`src/rtl/irs_seq_pkg.sv`:
```
// Shared types and default timing for the IRS read-address sequencer.
package irs_seq_pkg;

  // Default geometry and timing, also used by the digitiser control.
  localparam int unsigned IRS_ADDR_BITS   = 9;
  localparam bit          IRS_LSB_FIRST   = 1'b1;
  localparam int unsigned IRS_CNT_BITS    = 8;
  localparam int unsigned IRS_DIR_SETUP   = 10;
  localparam int unsigned IRS_SCLK_LOW    = 10;
  localparam int unsigned IRS_SCLK_HIGH   = 10;
  localparam int unsigned IRS_SHIFT_HOLD  = 10;
  localparam int unsigned IRS_INCR_HIGH   = 1;
  localparam int unsigned IRS_INCR_SETTLE = 1;
  localparam int unsigned IRS_NINC_BITS   = 10;

  // State encoding.
  localparam int unsigned STATE_BITS = 4;
  localparam logic [STATE_BITS-1:0] ST_IDLE        = 4'd0;
  localparam logic [STATE_BITS-1:0] ST_LOAD_SETUP  = 4'd1;
  localparam logic [STATE_BITS-1:0] ST_SHIFT_LOW   = 4'd2;
  localparam logic [STATE_BITS-1:0] ST_SHIFT_HIGH  = 4'd3;
  localparam logic [STATE_BITS-1:0] ST_LOAD_HOLD   = 4'd4;
  localparam logic [STATE_BITS-1:0] ST_INCR_SETUP  = 4'd5;
  localparam logic [STATE_BITS-1:0] ST_INCR_HI     = 4'd6;
  localparam logic [STATE_BITS-1:0] ST_INCR_SETTLE = 4'd7;
  localparam logic [STATE_BITS-1:0] ST_DONE        = 4'd8;

  typedef enum logic [STATE_BITS-1:0] {
    S_IDLE        = ST_IDLE,
    S_LOAD_SETUP  = ST_LOAD_SETUP,
    S_SHIFT_LOW   = ST_SHIFT_LOW,
    S_SHIFT_HIGH  = ST_SHIFT_HIGH,
    S_LOAD_HOLD   = ST_LOAD_HOLD,
    S_INCR_SETUP  = ST_INCR_SETUP,
    S_INCR_HI     = ST_INCR_HI,
    S_INCR_SETTLE = ST_INCR_SETTLE,
    S_DONE        = ST_DONE
  } state_t;

endpackage

```
`src/rtl/irs_addr_sequencer_timer.sv`:
```
// Phase timer: up-counter restarted on every phase change, flags the last cycle of a phase.
module irs_phase_timer #(
  parameter int unsigned CNT_BITS = 8
) (
  input  logic                clk,
  input  logic                rst_n,
  input  logic                en,
  input  logic                restart,
  input  logic [CNT_BITS-1:0] limit,
  output logic                tc_c,
  output logic [CNT_BITS-1:0] count_next_c
);

  logic [CNT_BITS-1:0] count;

  // Terminal count: current phase has run limit+1 enabled cycles.
  always_comb tc_c = (count == limit);

  // Value the counter takes at the next enabled edge.
  always_comb count_next_c = restart ? '0 : count + CNT_BITS'(1);

  // Counter register, frozen while the clock enable is low.
  always_ff @(posedge clk or negedge rst_n) begin
    if (!rst_n) begin
      count <= '0;
    end else if (en) begin
      count <= count_next_c;
    end
  end

endmodule

```
`src/rtl/irs_addr_sequencer.sv`:
```
// IRS read-address sequencer: serial address load followed by a burst of increments.
module irs_addr_sequencer
  import irs_seq_pkg::*;
#(
  parameter int unsigned ADDR_BITS   = IRS_ADDR_BITS,
  parameter bit          LSB_FIRST   = IRS_LSB_FIRST,
  parameter int unsigned CNT_BITS    = IRS_CNT_BITS,
  parameter int unsigned DIR_SETUP   = IRS_DIR_SETUP,
  parameter int unsigned SCLK_LOW    = IRS_SCLK_LOW,
  parameter int unsigned SCLK_HIGH   = IRS_SCLK_HIGH,
  parameter int unsigned SHIFT_HOLD  = IRS_SHIFT_HOLD,
  parameter int unsigned INCR_HIGH   = IRS_INCR_HIGH,
  parameter int unsigned INCR_SETTLE = IRS_INCR_SETTLE,
  parameter int unsigned NINC_BITS   = IRS_NINC_BITS
) (
  input  logic                 clk_i,
  input  logic                 rst_n_i,
  input  logic                 clk_en_i,
  input  logic                 start_i,
  input  logic                 load_i,
  input  logic [ADDR_BITS-1:0] start_addr_i,
  input  logic [NINC_BITS-1:0] n_incr_i,
  input  logic                 abort_i,
  output logic                 busy_o,
  output logic                 done_o,
  output logic                 sample_strobe_o,
  output logic [ADDR_BITS-1:0] cur_addr_o,
  output logic                 DO_DIR,
  output logic                 DO_SIN,
  output logic                 DO_SCLK
);

  localparam int unsigned IDX_BITS = $clog2(ADDR_BITS + 1);

  state_t               state, state_nxt;
  logic [ADDR_BITS-1:0] addr, addr_nxt;
  logic [NINC_BITS-1:0] rem, rem_nxt;
  logic [IDX_BITS-1:0]  idx, idx_nxt;
  logic [ADDR_BITS-1:0] cur_nxt;

  logic                 busy_nxt, done_nxt, strobe_nxt;
  logic                 dir_nxt, sin_nxt, sclk_nxt;

  logic [CNT_BITS-1:0]  limit;
  logic                 restart;
  logic                 tc;
  logic [CNT_BITS-1:0]  cnt_next;

  // Address bit shifted at position i of the load sequence.
  function automatic logic sel_bit(input logic [ADDR_BITS-1:0] a,
                                   input logic [IDX_BITS-1:0]  i);
    logic b;
    b = 1'b0;
    for (int k = 0; k < ADDR_BITS; k++) begin
      if (i == IDX_BITS'(k)) begin
        b = LSB_FIRST ? a[k] : a[ADDR_BITS-1-k];
      end
    end
    return b;
  endfunction

  // Phase length (minus one) of the current state.
  always_comb begin
    limit = '0;
    unique case (state)
      S_LOAD_SETUP,
      S_INCR_SETUP:  limit = CNT_BITS'(DIR_SETUP);
      S_SHIFT_LOW:   limit = CNT_BITS'(SCLK_LOW);
      S_SHIFT_HIGH:  limit = CNT_BITS'(SCLK_HIGH);
      S_LOAD_HOLD:   limit = CNT_BITS'(SHIFT_HOLD);
      S_INCR_HI:     limit = CNT_BITS'(INCR_HIGH);
      S_INCR_SETTLE: limit = CNT_BITS'(INCR_SETTLE);
      default:       limit = '0;
    endcase
  end

  // Timer restarts on every state change and idles at zero.
  always_comb restart = (state_nxt != state) || (state == S_IDLE);

  irs_phase_timer #(
    .CNT_BITS (CNT_BITS)
  ) u_timer (
    .clk          (clk_i),
    .rst_n        (rst_n_i),
    .en           (clk_en_i),
    .restart      (restart),
    .limit        (limit),
    .tc_c         (tc),
    .count_next_c (cnt_next)
  );

  // Next-state and command bookkeeping.
  always_comb begin
    state_nxt = state;
    addr_nxt  = addr;
    rem_nxt   = rem;
    idx_nxt   = idx;
    cur_nxt   = cur_addr_o;
    unique case (state)
      S_IDLE: begin
        if (start_i) begin
          addr_nxt = start_addr_i;
          rem_nxt  = n_incr_i;
          idx_nxt  = '0;
          if (load_i)                state_nxt = S_LOAD_SETUP;
          else if (n_incr_i != '0)   state_nxt = S_INCR_SETUP;
          else                       state_nxt = S_DONE;
        end
      end
      S_LOAD_SETUP: if (tc) state_nxt = S_SHIFT_LOW;
      S_SHIFT_LOW:  if (tc) state_nxt = S_SHIFT_HIGH;
      S_SHIFT_HIGH: begin
        if (tc) begin
          idx_nxt = idx + IDX_BITS'(1);
          if (idx == IDX_BITS'(ADDR_BITS - 1)) state_nxt = S_LOAD_HOLD;
          else                                 state_nxt = S_SHIFT_LOW;
        end
      end
      S_LOAD_HOLD: begin
        if (tc) begin
          cur_nxt   = addr;
          state_nxt = (rem != '0) ? S_INCR_SETUP : S_DONE;
        end
      end
      S_INCR_SETUP: if (tc) state_nxt = S_INCR_HI;
      S_INCR_HI: begin
        if (tc) begin
          cur_nxt   = cur_addr_o + ADDR_BITS'(1);
          state_nxt = S_INCR_SETTLE;
        end
      end
      S_INCR_SETTLE: begin
        if (tc) begin
          rem_nxt   = rem - NINC_BITS'(1);
          state_nxt = (rem == NINC_BITS'(1)) ? S_DONE : S_INCR_HI;
        end
      end
      S_DONE:  state_nxt = S_IDLE;
      default: state_nxt = S_IDLE;
    endcase
    // Abort drops everything; the committed address is left untouched.
    if (abort_i && (state != S_IDLE)) begin
      state_nxt = S_IDLE;
      cur_nxt   = cur_addr_o;
      rem_nxt   = rem;
      idx_nxt   = idx;
    end
  end

  // Moore outputs decoded from the next state, registered below.
  always_comb begin
    busy_nxt   = 1'b0;
    done_nxt   = 1'b0;
    strobe_nxt = 1'b0;
    dir_nxt    = 1'b0;
    sin_nxt    = 1'b0;
    sclk_nxt   = 1'b0;
    unique case (state_nxt)
      S_IDLE: ;
      S_LOAD_SETUP,
      S_LOAD_HOLD: begin
        busy_nxt = 1'b1;
        dir_nxt  = 1'b1;
      end
      S_SHIFT_LOW: begin
        busy_nxt = 1'b1;
        dir_nxt  = 1'b1;
        sin_nxt  = sel_bit(addr_nxt, idx_nxt);
      end
      S_SHIFT_HIGH: begin
        busy_nxt = 1'b1;
        dir_nxt  = 1'b1;
        sclk_nxt = 1'b1;
        sin_nxt  = sel_bit(addr_nxt, idx_nxt);
      end
      S_INCR_SETUP: busy_nxt = 1'b1;
      S_INCR_HI: begin
        busy_nxt = 1'b1;
        sclk_nxt = 1'b1;
      end
      S_INCR_SETTLE: begin
        busy_nxt   = 1'b1;
        strobe_nxt = (cnt_next == CNT_BITS'(INCR_SETTLE));
      end
      S_DONE: begin
        busy_nxt = 1'b1;
        done_nxt = 1'b1;
      end
      default: ;
    endcase
  end

  // State, bookkeeping and output registers, gated by the clock enable.
  always_ff @(posedge clk_i or negedge rst_n_i) begin
    if (!rst_n_i) begin
      state           <= S_IDLE;
      addr            <= '0;
      rem             <= '0;
      idx             <= '0;
      cur_addr_o      <= '0;
      busy_o          <= 1'b0;
      done_o          <= 1'b0;
      sample_strobe_o <= 1'b0;
      DO_DIR          <= 1'b0;
      DO_SIN          <= 1'b0;
      DO_SCLK         <= 1'b0;
    end else if (clk_en_i) begin
      state           <= state_nxt;
      addr            <= addr_nxt;
      rem             <= rem_nxt;
      idx             <= idx_nxt;
      cur_addr_o      <= cur_nxt;
      busy_o          <= busy_nxt;
      done_o          <= done_nxt;
      sample_strobe_o <= strobe_nxt;
      DO_DIR          <= dir_nxt;
      DO_SIN          <= sin_nxt;
      DO_SCLK         <= sclk_nxt;
    end
  end

endmodule
```
`config.mk`:
```
export PLATFORM = sky130hd
export DESIGN_NAME = irs_addr_sequencer
export DESIGN_NICKNAME = d
export VERILOG_FILES = /design/src/rtl/irs_seq_pkg.sv /design/src/rtl/irs_addr_sequencer_timer.sv /design/src/rtl/irs_addr_sequencer.sv
export SDC_FILE = /design/constraint.sdc
export NUM_CORES = 1
export LEC_CHECK = 0
export ABC_AREA = 1
export CAP_MARGIN = 40
export CORE_ASPECT_RATIO = 0.8
export CORE_UTILIZATION = 51
export CTS_CLUSTER_SIZE = 8
export DETAILED_ROUTE_END_ITERATION = 8
export GPL_ROUTABILITY_DRIVEN = 0
export PLACE_DENSITY = 0.83
export SLEW_MARGIN = 20
export SYNTH_ARGS = -nofsm -noshare
export SYNTH_HDL_FRONTEND = slang
export SYNTH_SLANG_ARGS = --single-unit
```
`constraint.sdc`:
```
create_clock -name clk_i -period 2 [get_ports clk_i]
set_input_delay 0.2 -clock clk_i [delete_from_list [all_inputs] [get_ports clk_i]]
set_output_delay 0.2 -clock clk_i [all_outputs]
set_load 0.01 [all_outputs]
```
==> results.toml, run 1 <==
[setup_path]
arrival_ps = 2560
start_kind = "flip-flop"
critical_path.cell_chain = "buf_4, nand4_1, nand2_2, nor2_4, buf_12, nand2_8, a21oi_2, nand2_1, nand2_1, nand2_2, nand2_2, nand2_2, nand2_4, nand3_4, nor2_4, nor2_2, nand3_1, nand2_1"
end_kind = "flip-flop"
cpPeakStageDelay_ps = 440
cp_max_fo = 7
crit_type = "reg -> reg"
path_buf_inv = 2
timing.critical_path.mode_cell = "nand2_2"
cp_data_required_time_ps = 2220
cp_top_family = "simple AND/OR/NAND/NOR gates"
worst_path_max_delay_cell = "dfrtp_1"

[global_routing]
antenna_found_initial = 0
grt_max_degree = 48
gr-total-overflow = 0
grt_first_pass_wirelength_um = 15500
grt_pass1_vias = 3446
grt_usage_pct = 28.4

[pwr]
p_comb_share_pct = 64.5
power.net_switching_uw = 3060
p_leak_uw = 0.00232
p_sw_share_pct = 47.4
ir_worst_vdd_v = 0.000690
clkPwrFrac_pct = 10.1
power_density_nw_per_um2 = 1320
pwr-share-seq_pct = 25.3
fin_total_pwr_uw = 6450
intPower_uw = 3390

[clock_tree]
path_clk_slew_ps = 100
clk_root_buffer_cell = "clkbuf_8"
clk_path_buf_depth = 2
cts_tree = "done"
clk_latency_ps = 320
htreeDepth = 2
cts-buffers-inserted = 5
cts_sinks = 50

[synthesis]
synth_seq_area_share_pct = 36.2
synth_simple_gate_area_share_pct = 31.3
synthesis.area_um2 = 3460
synth-adder-area-share_pct = 2.17
synth-compound-area-share_pct = 15.2
synth_cells = 481
ys_types = 39
syn-mean-instance-area_um2 = 7.19
synth_xor_xnor_area_share_pct = 2.53
synth_top_family_by_area = "simple AND/OR/NAND/NOR gates"
synth_nets = 512
ys_warn_count = 0
yosys_register_bits = 50
synth_mux_area_share_pct = 2.61

[final_layout]
postLayoutCoreUtil_pct = 75.3
stdcell_count = 683
final_common_cell = "nand2_1"
antenna_cells = 0
drive_gt1_share_pct = 30.4
final_area_um2 = 4870
area_growth_pct = 40.9
layout_common_cells = "nand2_1, buf_4, inv_1"
finalNetCount = 629
fill_cells = 440

[drt]
viasPerCell = 5.72
drtPass1Iterations = 8
num_vias = 3905
drt-total-wl_um = 10700
postRouteAntennaNets = 0
detail_route.iter0.violations = 293
drt-wirelength-per-cell_um = 15.6
drc = 0

[sta]
min_period_ps = 2330
finalCritPeriodShare_pct = 117
setup_violations = 23
rsz0062_at_grt = "yes"
max-slew-margin-rel_pct = 57.8
tightest_slew_ps = 633
finalClockSkew_ps = 5.29
fmax_mhz = 429
fin_ws_ps = -331
timing_hold_violations_final = 0
finalMaxSlewViolations = 0

[floorplanning]
die_area_um2 = 7110
die_w_um = 94.1
die_h_um = 75.6
num_rows = 26
ios = 40
initial_core_util_pct = 53.4
core_um2 = 6470

[run_status]
status = "finished with violations"
violations = "negative setup slack"

[hold_path]
hold_class = "in -> async"

[placement]
dp_hpwl_um = 6810
pre_cts_slack_ps = -303
place.port_buffers = 39
placed_cells = 661
place_area_um2 = 4430

[flow_run]
cap_violations = 0
## final timing paths
check                      cells past startpoint               to  slack, ps     start
hold / removal                                 2           rem[6]        420   rst_n_i
min in group clk_i                             2           done_o        490    done_o
setup reg to reg                              18  sample_strobe_o       -330  state[2]
hold reg to reg                                2           done_o        490    done_o
max in group asynchronous                      3         state[1]       1000   rst_n_i
setup / recovery                              18  sample_strobe_o       -330  state[2]
## per-layer routing
| layer | GRT usage (%) | routed length (µm) | vias up | share of wire, % |
|---|---|---|---|---|
| li1 | - | - | 1806 | - |
| met1 | 35.1 | 4300 | 1824 | 40 |
| met2 | 52.1 | 5290 | 224 | 50 |
| met3 | 3.99 | 688 | 51 | 6.5 |
| met4 | 9.06 | 369 | 0 | 3.5 |
| met5 | 0 | 0 | - | 0 |
## power groups by stage
stage | combinational [µW] | clock [µW] | sequential, µW
final | 4160 | 653 | 1630
after global routing | 4460 | 679 | 1670
after CTS | 3500 | 652 | 1620
after detailed placement | 3260 | 0 | 1640
after global placement | 3130 | 0 | 1620
after floorplan | 1980 | 0 | 1640
## cell families after synthesis
kind of cell             after synthesis
AND/OR/NAND/NOR                      230
AO/OA/AOI/OAI                         91
buffers and inverters                 85
flip-flops                            50
XOR/XNOR                              10
multiplexers                           9
adder cells (fa/ha/maj)                6
## stage by stage
stage,hold slack (ps),TNS [ps]
final,419,-3510
after global routing,500,-6360
after CTS,441,-1640
after detailed placement,249,-2820
after global placement,237,-1400
after floorplan,-95.6,-50.6
## area by class of cell
type / instances / area [µm²] / area share [%]
inverter: 72 / 273 / 5.60
multi-input combinational: 347 / 2100 / 43.2
sequential: 50 / 1250 / 25.7
timing repair buffer: 122 / 1040 / 21.4
clock buffer: 5 / 68.8 / 1.41
tap: 84 / 105 / 2.16
clock inverter: 3 / 23.8 / 0.488
## flip-flops by register name (all words and copies together), names as in the netlist, 4 cells and up
| register | cells |
|---|---|
| rem | 10 |
| addr | 9 |
| cur_addr_o | 9 |
| u_timer.count | 8 |
| idx | 4 |
| state | 4 |
## cell usage after synthesis (all sizes together)
cell | n | area [µm²]
buf | 6 | 47.5
nor4 | 1 | 21.3
nand4 | 7 | 43.8
a21boi | 1 | 11.3
o211ai | 3 | 22.5
a21oi | 12 | 60.1
nor3 | 8 | 50.1
xnor2 | 2 | 17.5
a31oi | 1 | 6.26
xor2 | 8 | 70.1
o21ai | 62 | 329
a311oi | 1 | 8.76
nand3b | 1 | 7.51
inv | 72 | 273
clkbuf | 7 | 26.3
ha | 6 | 75.1
mux2i | 9 | 90.1
nand3 | 44 | 248
dfrtp | 50 | 1250
o221ai | 3 | 26.3
o31ai | 4 | 30.0
nand2 | 120 | 493
nor2 | 48 | 213
a22oi | 4 | 30.0
or2 | 1 | 6.26
## what timing repair did
item                       in CTS  in global routing
resized for setup              16                 57
buffers inserted                5                  7
cloned                          1                  0
setup endpoints to repair      24                 37
pin swaps                      13                 16
hold endpoints to repair       24                  0
hold buffers                    1                  0
Note: power is estimated with default switching activity, not from simulation.
==> run 2, diff against run 1 <==
- CORE_UTILIZATION: 51 -> 48
- PLACE_DENSITY: 0.83 -> 0.79
==> run 2 against run 1 <==
Effect of this change: the run still ends with negative setup slack left; core utilization fell by 3.9 points; worst hold slack got worse by 94 ps; register-to-register slack improved by 50 ps; die area rose by 6.1%; count of clock-buffer cells in the layout did not move; cell count rose by 1.6%; sequential share of layout area fell by 0.33 points; total power fell by 1.5%; clock power rose by 14%; critical path type unchanged; largest power group unchanged.
==> results.toml, run 2 (synthesized netlist as in run 1, its figures left out) <==
[clock_tree]
htreeDepth = 2
clk_path_buf_depth = 2
clk_latency_ps = 310
clk_root_buffer_cell = "clkbuf_8"
path_clk_slew_ps = 110
cts_sinks = 50
cts_tree = "done"
cts-buffers-inserted = 5

[final_layout]
finalNetCount = 637
layout_common_cells = "nand2_1, buf_4, inv_1"
drive_gt1_share_pct = 29.8
reg_top3 = "rem x10, addr x9, cur_addr_o x9"
area_growth_pct = 42.9
final_area_um2 = 4940
antenna_cells = 0
final_common_cell = "nand2_1"
stdcell_count = 694
regMostFlops = "rem"
largest_reg_flops = 10

[setup_path]
cp_data_required_time_ps = 2210
ff2ff_path_depth = 18
end_kind = "flip-flop"
r2r_end = "sample_strobe_o"
crit-reg2reg-launch = "state[3]"
cp_max_fo = 7
r2r_slack_ps = -280
crit_type = "reg -> reg"
start_kind = "flip-flop"
arrival_ps = 2490

[floorplanning]
ios = 40
initial_core_util_pct = 49.9
die_w_um = 96.9
die_h_um = 77.9
core_um2 = 6930
die_area_um2 = 7550
num_rows = 27

[global_routing]
grt_pass1_vias = 3654
grt_usage_pct = 26.4
antenna_found_initial = 0
grt_use_met1_pct = 32.9
grt_busiest_layer = "met2"
use_met2_pct = 46.4
grt_first_pass_wirelength_um = 16300
grt_max_degree = 48
gr-total-overflow = 0
grtUsageMet3_pct = 4.05

[pwr]
p_leak_uw = 0.00234
ir_worst_vdd_v = 0.000658
power_density_nw_per_um2 = 1290
power.net_switching_uw = 2920
pwr-share-seq_pct = 25.7
clkPwrFrac_pct = 11.7
p_sw_share_pct = 46.0
intPower_uw = 3430
p_comb_share_pct = 62.6

[drt]
viasPerCell = 5.49
drt-wirelength-per-cell_um = 14.5
drc = 0
num_vias = 3808
drtPass1Iterations = 6
detail_route.iter0.violations = 278
postRouteAntennaNets = 0
drt-total-wl_um = 10100

[flow_run]
cap_violations = 0

[sta]
timing_hold_violations_final = 0
finalMaxSlewViolations = 0
fin_ws_ps = -285
max-slew-margin-rel_pct = 71.1
rsz0062_at_grt = "yes"
finalCritPeriodShare_pct = 114
fmax_mhz = 438
tightest_slew_ps = 433
finalClockSkew_ps = 12.1
min_period_ps = 2280
setup_violations = 23

[run_status]
status = "finished with violations"
violations = "negative setup slack"

[placement]
place.port_buffers = 39
placed_cells = 668
place_area_um2 = 4460
dp_hpwl_um = 6790

[hold_path]
hold_class = "in -> async"
## run 2: cell types whose count changed in the layout (fill, tap and decap cells not counted), moves of 3 or more
| cell | previous run | this run |
|---|---|---|
| inv_2 | 13 | 10 |
| buf_4 | 78 | 85 |
| nor2_1 | 29 | 32 |
| nor2_2 | 11 | 7 |
| a21oi_2 | 5 | 2 |
## run 2: through the flow
| step | hold slack, ps | total power, µW | worst slack, ps | util, % | TNS [ps] |
|---|---|---|---|---|---|
| finish | 325 | 6350 | -285 | 71.3 | -3570 |
| global route | 368 | 6780 | -402 | 71.3 | -6730 |
| CTS | 498 | 5930 | -149 | 68.7 | -1190 |
| detailed placement | 330 | 4920 | -307 | 64.4 | -2910 |
| global placement | 314 | 4790 | -212 | 64.4 | -1470 |
| floorplan | -95.6 | 3620 | -50.6 | - | -50.6 |
## run 2: worst max-delay path by stage
stage           startpoint         endpoint  slack (ps)  depth (start not counted)
2_1_floorplan       rem[0]  sample_strobe_o         -50                         17
3_3_place_gp   n_incr_i[7]  sample_strobe_o        -210                         13
3_5_place_dp   n_incr_i[3]  sample_strobe_o        -310                         15
4_1_cts             rem[1]  sample_strobe_o        -150                         19
5_1_grt           state[3]  sample_strobe_o        -400                         18
6_report          state[3]  sample_strobe_o        -280                         18
## run 2: power by group through the flow
stage	clock (µW)	sequential, µW	combinational, µW
after detailed placement	0	1630	3290
after global placement	0	1610	3170
after CTS	758	1610	3560
after global routing	796	1670	4320
after floorplan	0	1640	1980
final	743	1630	3980
## run 2: timing repair
item / CTS / global route
hold endpoints to repair: 31 / 0
gates cloned: 1 / 0
buffers inserted: 10 / 7
resized for setup: 28 / 37
hold buffers: 1 / 0
pin swaps: 11 / 9
setup endpoints to repair: 24 / 39
## run 2: final cells by class
class,count,area (µm²)
clock inverter,3,45.0
sequential,50,1250
multi-input combinational,347,2070
timing repair buffer,130,1110
tap,87,109
fill,501,1980
inverter,72,277
clock buffer,5,68.8
## run 2: layer usage
metal | vias up | part of all wire (%)
li1 | 1817 | -
met1 | 1806 | 42
met2 | 155 | 50
met3 | 30 | 6.2
met4 | 0 | 2.2
met5 | - | 0
## run 2: critical path: stages (launching register included)
cell and delay [ps]:
dfrtp_2 470, inv_2 100, nand3_2 60, nand2_1 80
nand2_2 70, nor2_4 240, nand2_8 120, a21oi_2 130
nand2_1 70, nand2_1 80, nand2_2 80, nand2_2 90
nand2_2 70, nand2_4 80, nand3_4 130, nor2_2 100
nor2_1 50, nand3_1 80, nand2_1 40
==> run 3, diff against run 2 <==
- CTS_CLUSTER_SIZE: 8 -> 12
==> results of run 3 <==
Same layout as run 2: the final DEF is identical, and so are final timing and power.
